--- config.mk ---
export PLATFORM = sky130hd
export DESIGN_NAME = link_trainer
export DESIGN_NICKNAME = d
export VERILOG_FILES = /design/src/rtl/link_trainer.sv
export SDC_FILE = /design/constraint.sdc
export NUM_CORES = 1
export LEC_CHECK = 0
export ABC_CLOCK_PERIOD_IN_PS = 2720
export CAP_MARGIN = 0
export CORE_ASPECT_RATIO = 0.5
export CORE_MARGIN = 2
export CORE_UTILIZATION = 42
export DETAILED_ROUTE_END_ITERATION = 7
export GPL_ROUTABILITY_DRIVEN = 0
export MAX_ROUTING_LAYER = met4
export PLACE_DENSITY = 0.76
export SYNTH_ARGS = -nofsm -noshare
export SYNTH_HDL_FRONTEND = slang
export SYNTH_SLANG_ARGS = --single-unit
--- constraint.sdc ---
create_clock -name clock -period 2.72 [get_ports clock]
set_input_delay 0.544 -clock clock [delete_from_list [all_inputs] [get_ports clock]]
set_output_delay 0.544 -clock clock [all_outputs]
set_load 0.02 [all_outputs]
--- src/rtl/link_trainer.sv ---
// Lane bring-up: aligner reset, 5/A training pattern, timeout/retry search, verify, hold, then payload.
// Macro LINK_TRAINER_RETRAIN_EN: loss of link retrains from RST instead of flagging and staying linked.
module link_trainer #(
    parameter int w           = 128,
    parameter int TIMEOUT     = 1024,
    parameter int MAX_RETRY   = 4,
    parameter int VERIFY_N    = 8,
    parameter int HOLD_CYCLES = 16,
    parameter int ERR_MAX     = 4,
    localparam int RW         = $clog2(MAX_RETRY + 1)
) (
    input  logic          clock,
    input  logic          reset,
    input  logic          start,
    input  logic          align_aligned,
    input  logic [w-1:0]  rx_data,
    input  logic          rx_err,
    input  logic [w-1:0]  tx_payload,
    output logic          align_rst_n,
    output logic [w-1:0]  tx_data,
    output logic          link_up,
    output logic          link_fail,
    output logic          link_err,
    output logic [RW-1:0] retry_cnt,
    output logic [2:0]    state
);
    localparam int TW = $clog2(TIMEOUT + 1);
    localparam int GW = $clog2(VERIFY_N + 1);
    localparam int HW = $clog2(HOLD_CYCLES + 1);
    localparam int EW = $clog2(ERR_MAX + 1);
    localparam logic [w-1:0] P5 = {(w/4){4'h5}};
    localparam logic [w-1:0] PA = {(w/4){4'ha}};

    typedef enum logic [2:0] {
        S_IDLE = 3'd0, S_RST = 3'd1, S_SEARCH = 3'd2, S_VERIFY = 3'd3,
        S_HOLD = 3'd4, S_LINKED = 3'd5, S_FAIL = 3'd6
    } state_t;

    state_t        state_q, state_d;
    logic [1:0]    rst_cnt_q, rst_cnt_d;
    logic [TW-1:0] timer_q, timer_d;
    logic [RW-1:0] retry_q, retry_d, retry_inc;
    logic [GW-1:0] good_q, good_d;
    logic [w-1:0]  prev_q, prev_d;
    logic [HW-1:0] hold_q, hold_d;
    logic [7:0]    win_q, win_d;
    logic [EW-1:0] err_q, err_d;
    logic          phase_q, phase_d;
    logic [w-1:0]  tx_q, tx_d;
    logic          align_rst_n_q, align_rst_n_d;
    logic          link_up_q, link_up_d;
    logic          link_fail_q, link_fail_d;
    logic          link_err_q, link_err_d;
    logic          good_word, enter_rst;

    // The first verify word is compared against a cleared prev_q, so either pattern word counts.
    assign good_word = ((rx_data == P5) || (rx_data == PA)) && (rx_data != prev_q);
    assign retry_inc = retry_q + 1'b1;

    always_comb begin
        state_d    = state_q;
        rst_cnt_d  = '0;
        timer_d    = timer_q;
        retry_d    = retry_q;
        good_d     = '0;
        prev_d     = '0;
        hold_d     = '0;
        win_d      = '0;
        err_d      = '0;
        link_err_d = link_err_q;
        case (state_q)
            S_IDLE, S_FAIL: begin
                if (start) begin
                    state_d    = S_RST;
                    retry_d    = '0;
                    link_err_d = 1'b0;
                end
            end
            S_RST: begin
                rst_cnt_d = rst_cnt_q + 1'b1;
                timer_d   = '0;
                if (rst_cnt_q == 2'd3) state_d = S_SEARCH;
            end
            S_SEARCH, S_VERIFY: begin
                timer_d = timer_q + 1'b1;
                if (state_q == S_VERIFY) begin
                    prev_d = rx_data;
                    good_d = good_word ? good_q + 1'b1 : '0;
                end
                if (timer_q == TW'(TIMEOUT - 1)) begin
                    timer_d = '0;
                    good_d  = '0;
                    retry_d = retry_inc;
                    state_d = (retry_inc == RW'(MAX_RETRY)) ? S_FAIL : S_RST;
                end else if (state_q == S_SEARCH && align_aligned) begin
                    state_d = S_VERIFY;
                end else if (state_q == S_VERIFY && good_d == GW'(VERIFY_N)) begin
                    state_d = S_HOLD;
                end
            end
            S_HOLD: begin
                hold_d = hold_q + 1'b1;
                if (hold_q == HW'(HOLD_CYCLES - 1)) state_d = S_LINKED;
            end
            S_LINKED: begin
                win_d = win_q + 1'b1;
                // A pulse landing on the wrap edge belongs to the new window.
                if (win_q == 8'hff)
                    err_d = rx_err ? EW'(1) : '0;
                else if (rx_err && err_q != EW'(ERR_MAX))
                    err_d = err_q + 1'b1;
                else
                    err_d = err_q;
                if (err_d == EW'(ERR_MAX)) begin
                    link_err_d = 1'b1;
`ifdef LINK_TRAINER_RETRAIN_EN
                    retry_d = '0;
                    err_d   = '0;
                    state_d = S_RST;
`endif
                end
            end
            default: state_d = S_IDLE;
        endcase
    end

    assign enter_rst = (state_d == S_RST) && (state_q != S_RST);

    always_comb begin
        tx_d          = '0;
        phase_d       = phase_q;
        align_rst_n_d = !(state_d inside {S_IDLE, S_RST, S_FAIL});
        link_up_d     = (state_d == S_LINKED);
        link_fail_d   = (state_d == S_FAIL);
        case (state_d)
            S_RST, S_SEARCH, S_VERIFY, S_HOLD: begin
                if (enter_rst) begin
                    tx_d    = P5;
                    phase_d = 1'b1;
                end else begin
                    tx_d    = phase_q ? PA : P5;
                    phase_d = ~phase_q;
                end
            end
            S_LINKED: tx_d = tx_payload;
            default:  tx_d = '0;
        endcase
    end

    always_ff @(posedge clock) begin
        if (!reset) begin
            state_q       <= S_IDLE;
            rst_cnt_q     <= '0;
            timer_q       <= '0;
            retry_q       <= '0;
            good_q        <= '0;
            prev_q        <= '0;
            hold_q        <= '0;
            win_q         <= '0;
            err_q         <= '0;
            phase_q       <= 1'b0;
            tx_q          <= '0;
            align_rst_n_q <= 1'b0;
            link_up_q     <= 1'b0;
            link_fail_q   <= 1'b0;
            link_err_q    <= 1'b0;
        end else begin
            state_q       <= state_d;
            rst_cnt_q     <= rst_cnt_d;
            timer_q       <= timer_d;
            retry_q       <= retry_d;
            good_q        <= good_d;
            prev_q        <= prev_d;
            hold_q        <= hold_d;
            win_q         <= win_d;
            err_q         <= err_d;
            phase_q       <= phase_d;
            tx_q          <= tx_d;
            align_rst_n_q <= align_rst_n_d;
            link_up_q     <= link_up_d;
            link_fail_q   <= link_fail_d;
            link_err_q    <= link_err_d;
        end
    end

    assign align_rst_n = align_rst_n_q;
    assign tx_data     = tx_q;
    assign link_up     = link_up_q;
    assign link_fail   = link_fail_q;
    assign link_err    = link_err_q;
    assign retry_cnt   = retry_q;
    assign state       = state_q;
endmodule

Yosys cells after proc, flatten, opt, wreduce, memory -nomap -nowiden
Cells that the tools add are included.
{"block": "op_classes", "add_sub_neg": 7, "eq_ne": 27, "muxes": 27, "bitwise": 3, "reduce_logical": 23}
{"operator": "2-to-1 mux 128 bit", "n": 2}
{"operator": "one-hot mux 128 bit (2 select lines)", "n": 1}
{"operator": "== test 128 x 127 -> 1 bit (second input constant)", "n": 1}
{"operator": "== test 128 bit (second input constant)", "n": 1}
{"operator": "!= test 128 bit", "n": 1}
{"operator": "2-to-1 mux 3 bit", "n": 12}
{"operator": "== test 3 bit (second input constant)", "n": 8}
{"operator": "one-hot mux 11 bit (2 select lines)", "n": 1}
{"operator": "one-hot mux 3 bit (5 select lines)", "n": 1}
{"operator": "== test 3 x 2 -> 1 bit (second input constant)", "n": 4}
{"operator": "2-to-1 mux 4 bit", "n": 3}
{"operator": "adder 11 x 1 -> 11 bit (second input constant)", "n": 1}
{"operator": "== test 11 x 10 -> 1 bit (second input constant)", "n": 1}
{"operator": "2-to-1 mux 11 bit", "n": 1}
{"operator": "AND reduction 3 bit", "n": 3}
{"operator": "adder 8 x 1 -> 8 bit (second input constant)", "n": 1}
{"operator": "== test 8 bit (second input constant)", "n": 1}
{"operator": "adder 3 x 1 -> 3 bit (second input constant)", "n": 2}
{"operator": "== test 3 x 1 -> 1 bit (second input constant)", "n": 2}
{"operator": "logical NOT 3 bit", "n": 2}
{"operator": "!= test 2 bit (second input constant)", "n": 3}
{"operator": "one-hot mux 3 bit (2 select lines)", "n": 1}
{"operator": "AND reduction 2 bit", "n": 3}
{"operator": "nonzero test 2 bit", "n": 3}
{"operator": "other kinds (18)", "n": 28}
{"block": "word_totals", "reg_bits": 300, "input_bits": 261, "out_inout_bits": 138, "elab_cells": 102}

Longest topological paths before layout
{"block": "depth", "depth_word": 16, "ltp_mapped": 12}

Least setup slack after synthesis
OpenSTA, ideal clock, no wires.
{"block": "synth_timing", "path_kind": "reg-to-reg", "from": "register hold_q[0]", "to": "register tx_q[10], in the netlist tx_data[10]", "setup_time_ns": 0.139, "arrival_time_ns": 2.482, "required_time_ns": 2.581, "setup_slack_ns": 0.098, "path_stages_with_launch": 12, "cell_sequence": "dfxtp_1 ha_1 and3_1 ha_1 a221oi_1 o22a_1 o21a_1 o22ai_1 o211a_1 nor2_1 clkbuf_1 a21oi_2"}
{"block": "synth_between", "elab_chain_len": 7, "elab_cells_between_ends": 12, "cone_classes": "eq/ne (6); mux (4); reduce/logical (2)"}
{"item": "from (decl)", "line": "45", "rtl": "logic [HW-1:0] hold_q, hold_d;"}
{"item": "from (signal assigned)", "line": "174", "rtl": "hold_q <= hold_d;"}
{"item": "== test 5 x 4 -> 1 bit (*)", "line": "103", "rtl": "if (hold_q == HW'(HOLD_CYCLES - 1)) state_d = S_LINKED;"}
{"item": "2-to-1 mux 3 bit (*)", "line": "103"}
{"item": "one-hot mux 3 bit (5 select lines) (*)", "line": "71", "rtl": "case (state_q)"}
{"item": "== test 3 x 1 -> 1 bit", "line": "127, 135"}
{"item": "logical AND 1 bit", "line": "127", "rtl": "assign enter_rst = (state_d == S_RST) && (state_q != S_RST);"}
{"item": "2-to-1 mux 128 bit", "line": "137", "rtl": "if (enter_rst) begin"}
{"item": "one-hot mux 128 bit (2 select lines) (*)", "line": "135", "rtl": "case (state_d)"}
{"item": "to (signal assigned)", "line": "178", "rtl": "tx_q <= tx_d;"}
{"item": "to (decl)", "line": "49", "rtl": "logic [w-1:0] tx_q, tx_d;"}
Mark *: on every way between the ends. The rest lies on a longest branch, timed or not.
A chain may end at the register's enable or synchronous reset.

Worst setup path after layout
{"block": "layout_timing", "from": "input rx_data[105]", "to": "register tx_q[118], in the netlist tx_data[118]"}
{"block": "layout_between", "elab_chain_len": 16, "elab_cells_between_ends": 23, "cone_classes": "eq/ne (9); mux (9); reduce/logical (5)"}
{"item": "from (decl)", "line": "16", "rtl": "input logic [w-1:0] rx_data,"}
{"item": "== test 128 x 127 -> 1 bit / == test 128 bit (equally long branches)", "line": "57", "rtl": "assign good_word = ((rx_data == P5) || (rx_data == PA)) && (rx_data != prev_q);"}
{"item": "logical OR 1 bit", "line": "57"}
{"item": "logical AND 1 bit (*)", "line": "57"}
{"item": "2-to-1 mux 4 bit (*)", "line": "88", "rtl": "good_d = good_word ? good_q + 1'b1 : '0;"}
{"item": "2-to-1 mux 4 bit (*)", "line": "86", "rtl": "if (state_q == S_VERIFY) begin"}
{"item": "2-to-1 mux 4 bit (*)", "line": "71"}
{"item": "== test 4 bit (*)", "line": "97", "rtl": "end else if (state_q == S_VERIFY && good_d == GW'(VERIFY_N)) begin"}
{"item": "logical AND 1 bit (*)", "line": "97"}
{"item": "2-to-1 mux 3 bit (*)", "line": "97"}
{"item": "2-to-1 mux 3 bit (*)", "line": "95", "rtl": "end else if (state_q == S_SEARCH && align_aligned) begin"}
{"item": "2-to-1 mux 3 bit (*)", "line": "90", "rtl": "if (timer_q == TW'(TIMEOUT - 1)) begin"}
{"item": "one-hot mux 3 bit (5 select lines) (*)", "line": "71"}
{"item": "== test 3 x 1 -> 1 bit", "line": "127, 135"}
{"item": "logical AND 1 bit", "line": "127"}
{"item": "2-to-1 mux 128 bit", "line": "137"}
{"item": "one-hot mux 128 bit (2 select lines) (*)", "line": "135"}
Mark *: on every way between the ends. The rest lies on a longest branch, timed or not. The select of a mux whose other input is x is not followed.

==> flow_summary.ini <==
[yosys]
synth_cell_types = 55
synth_area_mm2 = 0.0128
synth_top_area_cell = dfxtp_1
synthCells = 1278
synth_ff_type = dfxtp_1
yosys_warnings = 0
syn_nets = 1549
synth_seq_cells = 300
async_reset_ff_frac = 0
yosysTopAreaCellShare = 0.470
ys_seq_area_frac = 0.470
syn_avg_cell_area_um2 = 10.0
synth_edf_count = 0
netlist_top_cells_area = dfxtp_1 47%, xor2_1 9.4%, a21oi_2 8.2%

[timing]
finalSetupTns_ns = -5.77
rsz0062_at_grt = yes
period_minus_slack_ns = 2.79
hold_viol = 0
whs_ns = 0.305
setup_violations = 128
finalCritPeriodShare = 1.03
worst_pin_slew_ns = 0.579
fin_skew_ns = 0.0255
maxSlewViolCount = 0
relSlewSlack = 0.611
timing.fmax_ghz = 0.358
setup_ws_ns = -0.0749

[critical_path]
cp_slowest_cell = nor4bb_1
critical-path-top-delay-family = compound AO/OA/AOI/OAI gates
cp-start-kind = input pin
cp.arrival_ns = 3.27
criticalPathCategory = in2reg
cp_slowest_stage_delay_ns = 0.41
crit_fanout = 7
cp.buffers_inverters = 3
worstPathCellList = clkdlybuf4s15_1 -> nor4bb_1 -> nand4_1 -> nor4_4 -> a22oi_2 -> a211oi_4 -> o22ai_2 -> a211o_4 -> buf_12 -> clkbuf_16 -> a21oi_2
worst_setup_path_end_kind = flip-flop
required_ns = 3.19

[placement]
placed_cell_area_mm2 = 0.0182
io_buffers = 398
dp_hpwl_um = 32400

[floorplan]
die_w_um = 251
coreArea_mm2 = 0.0301
die_area_mm2 = 0.0319
start_util = 0.424
die_h_um = 127
rows = 45
io_pins = 399

[global_routing]
grt_usage = 0.272
grt_pass1_wl_um = 66700
met1_usage = 0.310
overflow = 0
grt_max_degree = 129
antenna_found_initial = 0
grt.met2_usage = 0.483
globalRoute.busiestLayer = met2
met3_usage = 0.0522
grt_pass1_vias = 12200

[run_status]
status = finished with violations
violations = setup timing

[route]
vias = 11800
route.detailed.drc = 0
drtPass1Iterations = 7
first_iter_violations = 705
drt-total-wl_um = 44800
wire_per_inst_um = 20.2
detail_route.vias_per_cell = 5.29
drtAntennaViolNets = 0

[cts]
cts_buffers = 27
clockRootBuffer = clkbuf_16
clkSinkCount = 300
htreeDepth = 1
cts_hold_buffers = 0
cts_buffer_depth = 3
tritoncts = built
path_clk_slew_ns = 0.07
clkLatencyLatePin_ns = 0.56

[pwr]
powerDensity_mw_per_mm2 = 655
vdd_drop_max_uv = 510
p_total_mw = 13.2
leakage_nw = 8.08

[cells_and_area]
design_area_mm2 = 0.0201
nNetsFinal = 2078
diodes = 0
drive_gt1_frac = 0.256
postLayoutCoreUtil = 0.668
syn_to_final_growth_pct = 57.4

[min_path]
hold_path.class = in2reg

[flow_run]
cap_violations = 0
## final timing paths
path	startpoint	endpoint	slack, ns	cells after the start
worst max-delay path	rx_data[105]	tx_data[118]	-0.07	11
worst min-delay path	rx_data[89]	prev_q[89]	0.31	2
worst max register to register	prev_q[86]	tx_data[118]	-0.01	11
worst min register to register	rst_cnt_q[0]	rst_cnt_q[0]	0.43	1
## logic make-up after synthesis
kind of cell	Yosys count	synth area share
AOI/OAI and AO/OA	183	0.113
xor gates and xnor gates	143	0.0980
and+or+nand+nor	569	0.278
DFF	300	0.470
muxes	4	0.00333
buffers and inverters	69	0.0285
adders and majority gates	10	0.00979
## cells in the final DEF (no fill, tap or decap), types with 9 or more instances in the layout
| cell type | synthesis | final |
|---|---|---|
| nor4bb_2 | 0 | 11 |
| and3_1 | 9 | 9 |
| nor4_2 | 2 | 20 |
| buf_6 | 13 | 10 |
| ha_1 | 10 | 9 |
| a21oi_1 | 20 | 12 |
| dlygate4sd2_1 | 0 | 82 |
| and4b_1 | 15 | 15 |
| nor4bb_1 | 57 | 40 |
| clkdlybuf4s50_1 | 0 | 270 |
| nand3_1 | 13 | 13 |
| dfxtp_1 | 300 | 294 |
| and4bb_2 | 18 | 18 |
| a21oi_4 | 0 | 15 |
| clkbuf_16 | 0 | 33 |
| a21oi_2 | 120 | 113 |
| nor4_1 | 41 | 14 |
| buf_4 | 1 | 128 |
| xor2_1 | 137 | 128 |
| nand2_1 | 159 | 159 |
| nor4_4 | 1 | 10 |
| clkdlybuf4s15_1 | 0 | 10 |
| nand4_1 | 40 | 40 |
| clkbuf_2 | 0 | 23 |
| dlymetal6s2s_1 | 0 | 9 |
| nor2_1 | 35 | 33 |
| and2_1 | 133 | 133 |
| buf_12 | 0 | 13 |
| o21ai_0 | 18 | 17 |
## metrics by stage
stage | setup slack (ns) | instances
2_1_floorplan | 0.0983 | 1278
3_3_place_gp | -1.05 | 2158
3_5_place_dp | -1.15 | 2158
4_1_cts | -0.0956 | 2217
5_1_grt | -0.198 | 2225
6_report | -0.0749 | 2225
## state kept, by name, summed over array words and instances (netlist names)
register and count:
link_err 1, prev_q 128, link_up 1, good_q 4
retry_cnt 3, tx_data 128, timer_q 11, hold_q 5
win_q 8, link_fail 1, phase_q 1, err_q 3
state 3, rst_cnt_q 2, align_rst_n 1
## area by class of cell
type / instances / area [um^2]
Tap cell: 399 / 499
Clock inverter: 13 / 196
Clock buffer: 35 / 736
Inverter: 7 / 26.3
Fill cell: 2270 / 10000
Sequential cell: 300 / 6010
Multi-Input combinational cell: 909 / 7200
Timing Repair Buffer: 562 / 5450
## synth_stat cells (all sizes together), types with 3 or more instances
library cell,number
a211oi,3
a21oi,140
a22oi,3
and2,133
and3,9
and4b,15
and4bb,25
buf,18
clkbuf,44
dfxtp,300
ha,10
inv,7
nand2,159
nand2b,5
nand3,13
nand4,40
nor2,35
nor2b,5
nor3,5
nor3b,4
nor4,44
nor4b,14
nor4bb,57
o21ai,19
or3,3
xnor2,6
xor2,137
## routing by layer
layer / share of wire / wire, um / vias to the layer above
met5: 0 / 0 / -
met1: 0.40 / 17800 / 5699
met2: 0.51 / 23000 / 449
li1: - / - / 5516
met4: 0.033 / 1470 / 0
met3: 0.057 / 2580 / 111
## repair_timing
| action | in CTS | in global routing |
|---|---|---|
| resized for setup | 214 | 124 |
| gates cloned | 5 | 7 |
| setup endpoints to repair | 138 | 136 |
| pin swaps | 67 | 52 |
| buffers inserted | 6 | 4 |
## where the power goes
part / switching, mW / total, mW / internal, mW
Clock: 1.74 / 4.12 / 2.38
Sequential: 0.150 / 5.00 / 4.85
Combinational: 2.15 / 4.06 / 1.91
## worst register-to-register path: cells and delay by family, from the launching register on
kind	cells	cell delay, ns
AND/OR/NAND/NOR	3	0.83
AO/OA/AOI/OAI	4	0.78
buffers and inverters	3	0.54
flip-flops	1	0.33
XOR/XNOR	1	0.15
Power figures use the tool's default switching activity.
